--- src/rtl/argmax_stream.sv ---
// argmax_stream: streaming argmax over one frame of unsigned scores.
// Tracks running maximum and its position, one compare per accepted beat,
// and holds the winning score/index until the consumer takes it.
module argmax_stream #(
  parameter int unsigned WORD_SIZE   = 16,
  parameter int unsigned IDX_SIZE    = 4,
  parameter int unsigned NUM_CLASSES = 10
) (
  input  logic                 clk,
  input  logic                 rst_n,
  input  logic                 in_valid,
  output logic                 in_ready,
  input  logic [WORD_SIZE-1:0] in_data,
  input  logic                 in_last,
  output logic                 out_valid,
  input  logic                 out_ready,
  output logic [WORD_SIZE-1:0] out_max,
  output logic [IDX_SIZE-1:0]  out_idx,
  output logic                 out_err
);

  typedef enum logic {
    ACCUM = 1'b0,
    HOLD  = 1'b1
  } state_t;

  localparam logic [IDX_SIZE-1:0] LAST_CNT = IDX_SIZE'(NUM_CLASSES - 1);

  state_t               state;
  logic [IDX_SIZE-1:0]  cnt;
  logic [WORD_SIZE-1:0] run_max;
  logic [IDX_SIZE-1:0]  run_idx;

  logic                 accept_c;
  logic                 close_c;
  logic                 err_c;
  logic [WORD_SIZE-1:0] win_max_c;
  logic [IDX_SIZE-1:0]  win_idx_c;

  // Winner after folding in the current beat; the first beat seeds the
  // running pair, later beats replace it only on a strictly larger score.
  always_comb begin
    accept_c  = in_valid && in_ready;
    win_max_c = run_max;
    win_idx_c = run_idx;
    if (cnt == '0) begin
      win_max_c = in_data;
      win_idx_c = '0;
    end else if (in_data > run_max) begin
      win_max_c = in_data;
      win_idx_c = cnt;
    end
    close_c = accept_c && (in_last || (cnt == LAST_CNT));
    err_c   = !in_last || (cnt != LAST_CNT);
  end

  // Frame FSM with registered handshake outputs; in_ready is driven from
  // state only, so out_ready never reaches it combinationally.
  always_ff @(posedge clk or negedge rst_n) begin
    if (!rst_n) begin
      state     <= ACCUM;
      cnt       <= '0;
      run_max   <= '0;
      run_idx   <= '0;
      out_max   <= '0;
      out_idx   <= '0;
      out_err   <= 1'b0;
      out_valid <= 1'b0;
      in_ready  <= 1'b0;
    end else begin
      case (state)
        ACCUM: begin
          in_ready <= 1'b1;
          if (accept_c) begin
            run_max <= win_max_c;
            run_idx <= win_idx_c;
            if (close_c) begin
              out_max   <= win_max_c;
              out_idx   <= win_idx_c;
              out_err   <= err_c;
              cnt       <= '0;
              state     <= HOLD;
              in_ready  <= 1'b0;
              out_valid <= 1'b1;
            end else begin
              cnt <= cnt + IDX_SIZE'(1);
            end
          end
        end
        HOLD: begin
          if (out_ready) begin
            state     <= ACCUM;
            in_ready  <= 1'b1;
            out_valid <= 1'b0;
          end
        end
        default: begin
          state     <= ACCUM;
          in_ready  <= 1'b0;
          out_valid <= 1'b0;
        end
      endcase
    end
  end

endmodule

--- config.mk ---
export PLATFORM = sky130hd
export DESIGN_NAME = argmax_stream
export DESIGN_NICKNAME = d
export VERILOG_FILES = /design/src/rtl/argmax_stream.sv
export SDC_FILE = /design/constraint.sdc
export NUM_CORES = 1
export LEC_CHECK = 0
export BUFFER_PORTS_ARGS = -buffer_cell sky130_fd_sc_hd__buf_2
export CORE_MARGIN = 2
export CORE_UTILIZATION = 30
export DETAILED_ROUTE_END_ITERATION = 12
export PLACE_DENSITY = 0.46
export SLEW_MARGIN = 20
export SYNTH_ARGS = -nofsm -noshare
export SYNTH_HDL_FRONTEND = slang
export SYNTH_SLANG_ARGS = --single-unit
--- constraint.sdc ---
create_clock -name clk -period 2.9 [get_ports clk]
set_clock_uncertainty 0.1 [all_clocks]
set_input_delay 0.145 -clock clk [delete_from_list [all_inputs] [get_ports clk]]
set_output_delay 0.145 -clock clk [all_outputs]
set_load 0.03 [all_outputs]
==> run_results.csv, run 1 <==
group,metric,value,unit
yosys,yosys_warnings,0,
cts,hold_buffers,4,
cts,cts_setup_buffers,0,
cts,clock_path_buffers,2,
cts,numCtsBuffers,5,
power,switching_share,43.3,%
final_layout,final_cell_mix,"48 x dfrtp_1, 43 x buf_2, 25 x o21ai_0",
critical_path,cp.required,2.99,ns
worst_hold_path,hold_path_class,"input pin to flip-flop",
final_layout,final_nets,343,
run,cap_violations,0,
yosys,ys_ff_latch,48,
yosys,syn_nets,290,
power,seq_power_share,35.7,%
timing,tightest_slew,0.674,ns
critical_path,worstSetupPathType,"flip-flop to flip-flop",
timing,slew_headroom,55.0,%
floorplan,fp.dieW,96.8,um
floorplan,core_area,0.00830,mm^2
routing,num_vias,1995,
place,hpwl,4520,um
place,gp_congestion,0.745,
power,vdd_drop_max,0.376,mV
yosys,synth.avg_cell_area,10.3,um^2
yosys,seq_area_frac_synth,46.5,%
global_routing,grt_overflow,0,
cts,ctsResizeCount,0,
power,p_total,0.00343,W
critical_path,rrSetupSlack,0.20,ns
cts,worstSkewPairLatency,0.30,ns
yosys,yosysUniqueCellTypes,38,
timing,fmax,370,MHz
routing,wirelength,6300,um
power,comb_power_share,52.0,%
critical_path,crit_arrival,2.80,ns
place,io_buffers,43,
yosys,synth.area.top_cells,"dfrtp_1 46%, ha_1 9.2%, mux2_2 7.0%",
critical_path,start_kind,"flip-flop",
yosys,netlist.area_leader.share,46.5,%
yosys,syn_area,0.00258,mm^2
timing,fin_setup_tns,0,ns
critical_path,critPathCaptureType,"flip-flop",
power,p_per_area,1110,mW/mm^2
cts,clk_pin_slew,0.09,ns
final_layout,drive_gt1_share,32.9,%
floorplan,fp-row-count,33,
power,power.switching,0.00149,W
cts,clkSinkCount,48,
cts,cts.htree.levels,2,
status,status,"complete, no violations",
cts,root_buffer,"clkbuf_8",
global_routing,grt_pass1_vias,1948,
routing,wl_per_cell,15.4,um
power,p_int,0.00194,W
floorplan,initial_core_util,31.1,%
final_layout,diodes,0,
final_layout,final_common_cell,"dfrtp_1",
timing,hold_viol,0,
floorplan,ios,44,
routing,drt.antenna.violating_nets,0,
yosys,synthCells,250,
timing,setup_viol,0,
routing,drc_errors,0,
timing,fin_crit_sh,93.3,%
timing,rsz0062_at_grt,"false",
cts,cts_tree,"yes",
global_routing,antenna_found_initial,0,
global_routing,grt_usage,13.6,%
yosys,synth_area_leader_cell,"dfrtp_1",
final_layout,syn2layout_area_growth,19.6,%
global_routing,grt_max_degree,34,
timing,fin_crit,2.70,ns
floorplan,die_h,96.8,um
power,p_clk_share,12.4,%
global_routing,grt_pass1_wl,10200,um
routing,drtIter0Drc,57,
routing,firstDrtPassIters,4,
critical_path,crit_fanout,7,
timing,slew_violations,0,
power,power_leakage,1.41,nW
floorplan,die_area,0.00938,mm^2
routing,via_per_inst,4.88,
-- path summary, 6_finish.rpt --
check                      depth (start not counted)                       to                    start
max                                                9  run_max[11]$_DFFE_PN0P_  run_max[15]$_DFFE_PN0P_
min                                                2   run_max[2]$_DFFE_PN0P_               in_data[2]
max reg2reg                                        9  run_max[11]$_DFFE_PN0P_  run_max[15]$_DFFE_PN0P_
min reg2reg                                        2    out_valid$_DFFE_PN0P_    out_valid$_DFFE_PN0P_
max in group asynchronous                          3   run_max[7]$_DFFE_PN0P_                    rst_n
min in group asynchronous                          2  out_max[12]$_DFFE_PN0P_                    rst_n
-- per-layer routing --
| layer | vias up | track usage [%] | share of wire [%] |
|---|---|---|---|
| met3 | 5 | 3.03 | 3.8 |
| met4 | 0 | 3.90 | 0.94 |
| met2 | 34 | 21.6 | 47 |
| li1 | 1005 | - | - |
| met1 | 951 | 18.7 | 48 |
| met5 | - | 0 | 0 |
-- layout make-up --
class	count	area, um^2
multi-input combinational	170	1250
fill	855	5210
clock buffer	8	90.1
timing repair buffer	59	345
inverter	19	71.3
tap	105	131
sequential	48	1200
-- cell usage after synthesis (all sizes together) --
| cell type | instances |
|---|---|
| inv | 19 |
| nand4 | 2 |
| buf | 5 |
| and3b | 1 |
| a2bb2oi | 1 |
| clkbuf | 8 |
| and2 | 4 |
| a31oi | 2 |
| o32a | 1 |
| nor2 | 26 |
| nor3 | 5 |
| nand4b | 1 |
| nor2b | 3 |
| a21oi | 10 |
| nand3 | 4 |
| o211ai | 2 |
| mux2 | 16 |
| and4 | 1 |
| nand2 | 16 |
| mux2i | 2 |
| o21ai | 26 |
| o221a | 16 |
| nand2b | 3 |
| a221o | 1 |
| o21a | 1 |
| dfrtp | 48 |
| a22o | 3 |
| ha | 19 |
| nor4 | 1 |
| or2 | 2 |
| a21bo | 1 |
-- through the flow --
stage          hold slack (ns)  cells  utilization (%)  worst slack [ns]  area (um^2)
2_1_floorplan           -0.251    250                -             0.444         2580
3_3_place_gp           -0.0151    397             35.7             0.268         2960
3_5_place_dp           -0.0103    397             35.7             0.172         2960
4_1_cts                0.00526    409             37.2             0.155         3090
5_1_grt                0.00321    409             37.3            0.0137         3090
6_report                0.0114    409             37.3             0.195         3090
-- critical path, cell delays in order, from the launching register on --
cell and delay (ns):
dfrtp_1 0.38, inv_1 0.05, ha_1 0.30, nand4_1 0.15, nor4_1 0.37, and4_1 0.32, a31oi_4 0.06, o21ai_4 0.29
buf_4 0.23, mux2_2 0.34
-- registers in the layout, summed over array words and instances, names as in the netlist --
name,count
cnt,4
in_ready,1
out_err,1
out_idx,4
out_max,16
out_valid,1
run_idx,4
run_max,16
state,1
-- power groups by stage --
stage,clock network (W),logic (W),registers [W]
after floorplan,0,0.00101,0.00147
after global placement,0,0.00180,0.00123
after detailed placement,0,0.00179,0.00124
after CTS,0.000443,0.00181,0.00123
after global routing,0.000471,0.00195,0.00127
final,0.000424,0.00178,0.00122
-- cell families (layout without fill, tap and decap cells) --
| family | count (synthesis) | in the layout | share of synthesized area, % |
|---|---|---|---|
| adders and majority gates | 19 | 19 | 9.20 |
| muxes | 18 | 18 | 7.74 |
| buffers and inverters | 32 | 86 | 5.18 |
| AOI/OAI and AO/OA | 64 | 64 | 18.8 |
| and+or+nand+nor | 69 | 69 | 12.6 |
| DFF | 48 | 48 | 46.5 |
No activity file was read; power rests on OpenSTA's default activity.
==> run 2, diff against run 1 <==
Settings changed: MAX_ROUTING_LAYER from default to met4, SKIP_CTS_REPAIR_TIMING from default to 1.
==> run 2 against run 1 <==
  * The flow now finishes with violations (negative hold slack)
  * Global-route usage is 0.34 points higher
  * Sequential share of layout area rose by 0.25 points
  * Wire length rose by 0.16%
  * Cell area down 0.65%
==> run_results.csv, run 2 (same netlist as run 1, synthesis figures left out) <==
group,metric,value,unit
routing,drc_errors,0,
timing,tightest_slew,0.677,ns
cts,worstSkewPairLatency,0.30,ns
run,cap_violations,0,
timing,fin_crit_sh,93.5,%
floorplan,die_h,96.8,um
timing,rsz0062_at_grt,"false",
global_routing,grt_overflow,0,
critical_path,rrSetupSlack,0.19,ns
critical_path,cp.required,2.99,ns
status,status,"complete, but fails checks",
place,dp_cells,397,
routing,drtIter0Drc,54,
timing,fin_setup_tns,0,ns
final_layout,syn2layout_area_growth,18.8,%
place,gp_congestion,0.755,
timing,slew_headroom,54.8,%
final_layout,diodes,0,
worst_hold_path,hold_depth,2,
final_layout,nFillCells,860,
floorplan,die_area,0.00938,mm^2
final_layout,final_cell_mix,"48 x dfrtp_1, 43 x buf_2, 25 x o21ai_0",
cts,clk_pin_slew,0.09,ns
global_routing,grt_pass1_vias,1930,
critical_path,critPathCaptureType,"flip-flop",
final_layout,final_nets,341,
routing,firstDrtPassIters,4,
routing,wirelength,6310,um
critical_path,worstSetupPathType,"flip-flop to flip-flop",
place,io_buffers,43,
worst_hold_path,hold_path_class,"input pin to flip-flop",
cts,numCtsBuffers,5,
timing,setup_viol,0,
timing,slew_violations,0,
timing,fmax,369,MHz
power,vdd_drop_max,0.375,mV
global_routing,grt_max_degree,34,
routing,wl_per_cell,15.5,um
final_layout,final_common_cell,"dfrtp_1",
final_layout,top_regs,"out_max x16, run_max x16",
final_layout,layout.cells.non_filler,407,
final_layout,drive_gt1_share,33.1,%
routing,num_vias,1988,
cts,cts_tree,"yes",
critical_path,start_kind,"flip-flop",
global_routing,grt_pass1_wl,10200,um
global_routing,grt_usage,14.0,%
cts,root_buffer,"clkbuf_8",
critical_path,crit_fanout,7,
power,power_leakage,1.40,nW
floorplan,initial_core_util,31.1,%
timing,fin_crit,2.71,ns
cts,clkSinkCount,48,
cts,clock_path_buffers,2,
floorplan,ios,44,
timing,hold_viol,1,
critical_path,reg2reg_depth,9,
place,hpwl,4520,um
routing,drt.antenna.violating_nets,0,
floorplan,fp-row-count,33,
floorplan,core_area,0.00830,mm^2
critical_path,crit_arrival,2.80,ns
cts,cts.htree.levels,2,
timing,holdWs,-0.00264,ns
power,p_per_area,1120,mW/mm^2
routing,via_per_inst,4.88,
status,violations,"negative hold slack",
floorplan,fp.dieW,96.8,um
global_routing,antenna_found_initial,0,
run 2: final timing paths:
| path | to | startpoint |
|---|---|---|
| min | run_max[0]$_DFFE_PN0P_ | in_data[0] |
| max in group asynchronous | run_max[7]$_DFFE_PN0P_ | rst_n |
| max | run_max[11]$_DFFE_PN0P_ | run_max[15]$_DFFE_PN0P_ |
| min reg2reg | out_valid$_DFFE_PN0P_ | out_valid$_DFFE_PN0P_ |
| max reg2reg | run_max[11]$_DFFE_PN0P_ | run_max[15]$_DFFE_PN0P_ |
| min in group asynchronous | out_max[12]$_DFFE_PN0P_ | rst_n |
run 2: layout make-up:
| class | instances | area, um^2 | area share [%] |
|---|---|---|---|
| sequential | 48 | 1200 | 39.1 |
| clock buffer | 8 | 90.1 | 2.93 |
| timing repair buffer | 57 | 325 | 10.6 |
| inverter | 19 | 71.3 | 2.32 |
| multi-input combinational | 170 | 1250 | 40.8 |
| tap | 105 | 131 | 4.28 |
run 2: worst max-delay path: stages, from the launching register on:
cell and delay (ns):
dfrtp_1 0.38, inv_1 0.05, ha_1 0.30, nand4_1 0.15, nor4_1 0.37, and4_1 0.32, a31oi_4 0.06, o21ai_4 0.29
buf_4 0.23, mux2_2 0.34
run 2: through the flow:
stage	cell area [um^2]	total power, W	util [%]	hold WS [ns]	setup WS (ns)
floorplan	2580	0.00248	-	-0.251	0.444
global placement	2960	0.00303	35.7	-0.0151	0.268
detailed placement	2960	0.00303	35.7	-0.0103	0.172
CTS	3050	0.00347	36.7	-0.352	0.155
global route	3070	0.00369	37.0	0.00456	0.0134
finish	3070	0.00343	37.0	-0.00264	0.189
run 2: routing by layer:
layer / vias up / GRT usage [%] / routed length [um] / share of wire, %
li1: 1000 / - / - / -
met5: - / - / 0 / 0
met3: 5 / 2.89 / 235 / 3.7
met2: 36 / 21.6 / 2960 / 47
met1: 947 / 18.6 / 3050 / 48
met4: 0 / 3.90 / 58 / 0.92
run 2: power by group:
part / leakage [nW] / internal (W) / switching (W)
Clock: 0.0455 / 0.000195 / 0.000231
Combinational: 0.795 / 0.000756 / 0.00102
Sequential: 0.559 / 0.000990 / 0.000232
Total: 1.40 / 0.00194 / 0.00149
==> run 3, diff against run 2 <==
Settings changed: ABC_AREA from default to 1, GPL_ROUTABILITY_DRIVEN from default to 0.
==> run 3 against run 2 <==
  * The flow now finishes without violations
  * Register-to-register slack improved by 0.40 ns
  * Count of clock-buffer cells in the layout shrank 3
  * Combinational power increased by 6%
  * Via count is 16% higher
  * Sequential share of layout area down 1.6 points
  * Core utilization decreased by 1.8 points
  * Critical path depth grew 2
  * Cell count grew 25%
  * Critical path type unchanged
  * Largest cell class unchanged
  * Highest routed layer unchanged
==> run_results.csv, run 3 <==
group,metric,value,unit
status,status,"complete, no violations",
global_routing,grt_usage,14.5,%
routing,wirelength,6560,um
yosys,yosys_warnings,0,
timing,fin_setup_tns,0,ns
power,vdd_drop_max,0.254,mV
critical_path,start_kind,"flip-flop",
yosys,synth_edf_count,0,
yosys,seq_area_frac_synth,43.1,%
timing,fin_crit,2.31,ns
routing,drc_errors,0,
floorplan,core_area,0.00911,mm^2
yosys,synth.area.top_cells,"dfrtp_1 43%, nand2_1 16%, nand3_1 10%",
floorplan,fp.dieW,100,um
final_layout,final_nets,435,
power,p_per_area,1070,mW/mm^2
yosys,synth.avg_cell_area,7.91,um^2
power,power_leakage,1.82,nW
cts,numCtsBuffers,5,
timing,holdWs,0.00902,ns
critical_path,crit_fanout,22,
yosys,synth_area_leader_cell,"dfrtp_1",
cts,cts_tree,"yes",
global_routing,grt_pass1_wl,11100,um
cts,root_buffer,"clkbuf_8",
routing,num_vias,2315,
yosys,syn_area,0.00278,mm^2
yosys,synth_commonest_cells,"118 x nand2_1, 58 x nand3_1, 48 x dfrtp_1",
yosys,synthFlopType,"dfrtp_1",
place,dp_slack,0.571,ns
floorplan,fp-row-count,35,
critical_path,path_cells,"inv_1 > ha_1 > nand4_1 > nor3_4 > nand2_1 > nand2_2 > nand2_4 > nand2_4 > nand2_1 > nand3_1 > nand2_1",
yosys,ys_ff_latch,48,
cts,cts.htree.levels,2,
critical_path,slowest_delay,0.37,ns
yosys,syn_nets,392,
cts,clk_pin_slew,0.10,ns
floorplan,initial_core_util,30.6,%
global_routing,antenna_found_initial,0,
routing,wl_per_cell,12.9,um
timing,slew_headroom,67.3,%
final_layout,top_regs,"out_max x16, run_max x16",
timing,setup_viol,0,
final_layout,diodes,0,
final_layout,final_cell_mix,"118 x nand2_1, 58 x nand3_1, 48 x dfrtp_1",
timing,tightest_slew,0.489,ns
final_layout,nFillCells,988,
place,hpwl,4480,um
cts,clkSinkCount,48,
critical_path,worstSetupPathType,"flip-flop to flip-flop",
critical_path,crit_slowest_cell,"dfrtp_1",
yosys,async_reset_ff_share,100,%
global_routing,grt_pass1_vias,2238,
final_layout,drive_gt1_share,19.7,%
timing,rsz0062_at_grt,"false",
yosys,netlist.area_leader.share,43.1,%
critical_path,cpMostUsedCell,"nand2_1",
critical_path,critPathCaptureType,"flip-flop",
floorplan,ios,44,
floorplan,die_h,100,um
yosys,synthCells,352,
timing,fmax,433,MHz
timing,fin_ws,0.588,ns
timing,hold_viol,0,
floorplan,die_area,0.0101,mm^2
routing,drt.antenna.violating_nets,0,
global_routing,grt_max_degree,33,
critical_path,crit_arrival,2.41,ns
timing,fin_crit_sh,79.7,%
routing,via_per_inst,4.57,
place,io_buffers,43,
routing,firstDrtPassIters,4,
critical_path,cp.required,3.00,ns
routing,drtIter0Drc,70,
cts,worstSkewPairLatency,0.31,ns
run,cap_violations,0,
cts,clock_path_buffers,2,
yosys,synth_most_common_cell,"nand2_1",
global_routing,grt_overflow,0,
yosys,yosysUniqueCellTypes,23,
timing,slew_violations,0,
final_layout,final_common_cell,"nand2_1",
worst_hold_path,hold_path_class,"input pin to flip-flop",
final_layout,syn2layout_area_growth,15.1,%
[run 3: cell types whose count changed after synthesis, sizes merged, moves of 17 or more]
cell	before	now
inv	19	49
nand2	16	132
nand3	4	59
nor2	26	9
o21ai	26	4
[run 3: cells by family (layout without fill, tap and decap cells)]
logic type                 Yosys count  count (layout)  share of synthesized area, %
and+or+nand+nor                    207             207                          35.9
buffers and inverters               62             106                          9.30
DFF                                 48              48                          43.1
adders and majority gates           19              19                          8.54
AOI/OAI and AO/OA                   16              16                          3.15
[run 3: area by class of cell]
type	instances	area [um^2]	area share, %
multi-input cells	242	1320	41.3
flip-flops and latches	48	1200	37.5
repair buffers	49	265	8.27
inverters	49	184	5.74
well taps	111	139	4.33
clock buffers	5	68.8	2.15
clock inverters	3	23.8	0.742
[run 3: worst paths after layout]
path | end | depth (start not counted) | slack (ns) | from
worst min-delay path | state$_DFF_PN0_ | 4 | 0.009 | out_ready
worst max-delay path | out_max[15]$_DFFE_PN0P_ | 11 | 0.59 | run_max[11]$_DFFE_PN0P_
worst max register to register | out_max[15]$_DFFE_PN0P_ | 11 | 0.59 | run_max[11]$_DFFE_PN0P_
worst min register to register | out_max[12]$_DFFE_PN0P_ | 2 | 0.38 | out_max[12]$_DFFE_PN0P_
max in group asynchronous | run_max[3]$_DFFE_PN0P_ | 3 | 1.73 | rst_n
min in group asynchronous | state$_DFF_PN0_ | 2 | 0.20 | rst_n
[run 3: metrics by stage]
stage / cells / util (%) / area [um^2] / power, W
after floorplan: 352 / - / 2780 / 0.00262
after global placement: 497 / 34.0 / 3090 / 0.00302
after detailed placement: 497 / 34.0 / 3090 / 0.00304
after CTS: 505 / 35.0 / 3190 / 0.00349
after global routing: 507 / 35.2 / 3210 / 0.00378
final: 507 / 35.2 / 3210 / 0.00343
[run 3: worst max-delay path, delay by kind of cell, from the launching register on]
family | cells | cell delay, ns
simple gates | 9 | 1.36
flops | 1 | 0.37
fa+ha+maj | 1 | 0.30
buf+inv | 1 | 0.07
[run 3: report_power, final]
group	leakage (nW)	total (W)	internal [W]	switching (W)
logic	1.18	0.00189	0.000582	0.00131
registers	0.596	0.00112	0.000965	0.000154
clock network	0.0404	0.000422	0.000171	0.000251
total	1.82	0.00343	0.00172	0.00171
[run 3: layer usage]
| layer | vias up | track usage, % | share of wire (%) |
|---|---|---|---|
| met5 | - | - | 0 |
| met1 | 1080 | 18.7 | 51 |
| li1 | 1195 | - | - |
| met3 | 5 | 2.58 | 2.5 |
| met4 | 0 | 4.00 | 1.2 |
| met2 | 35 | 23.5 | 46 |
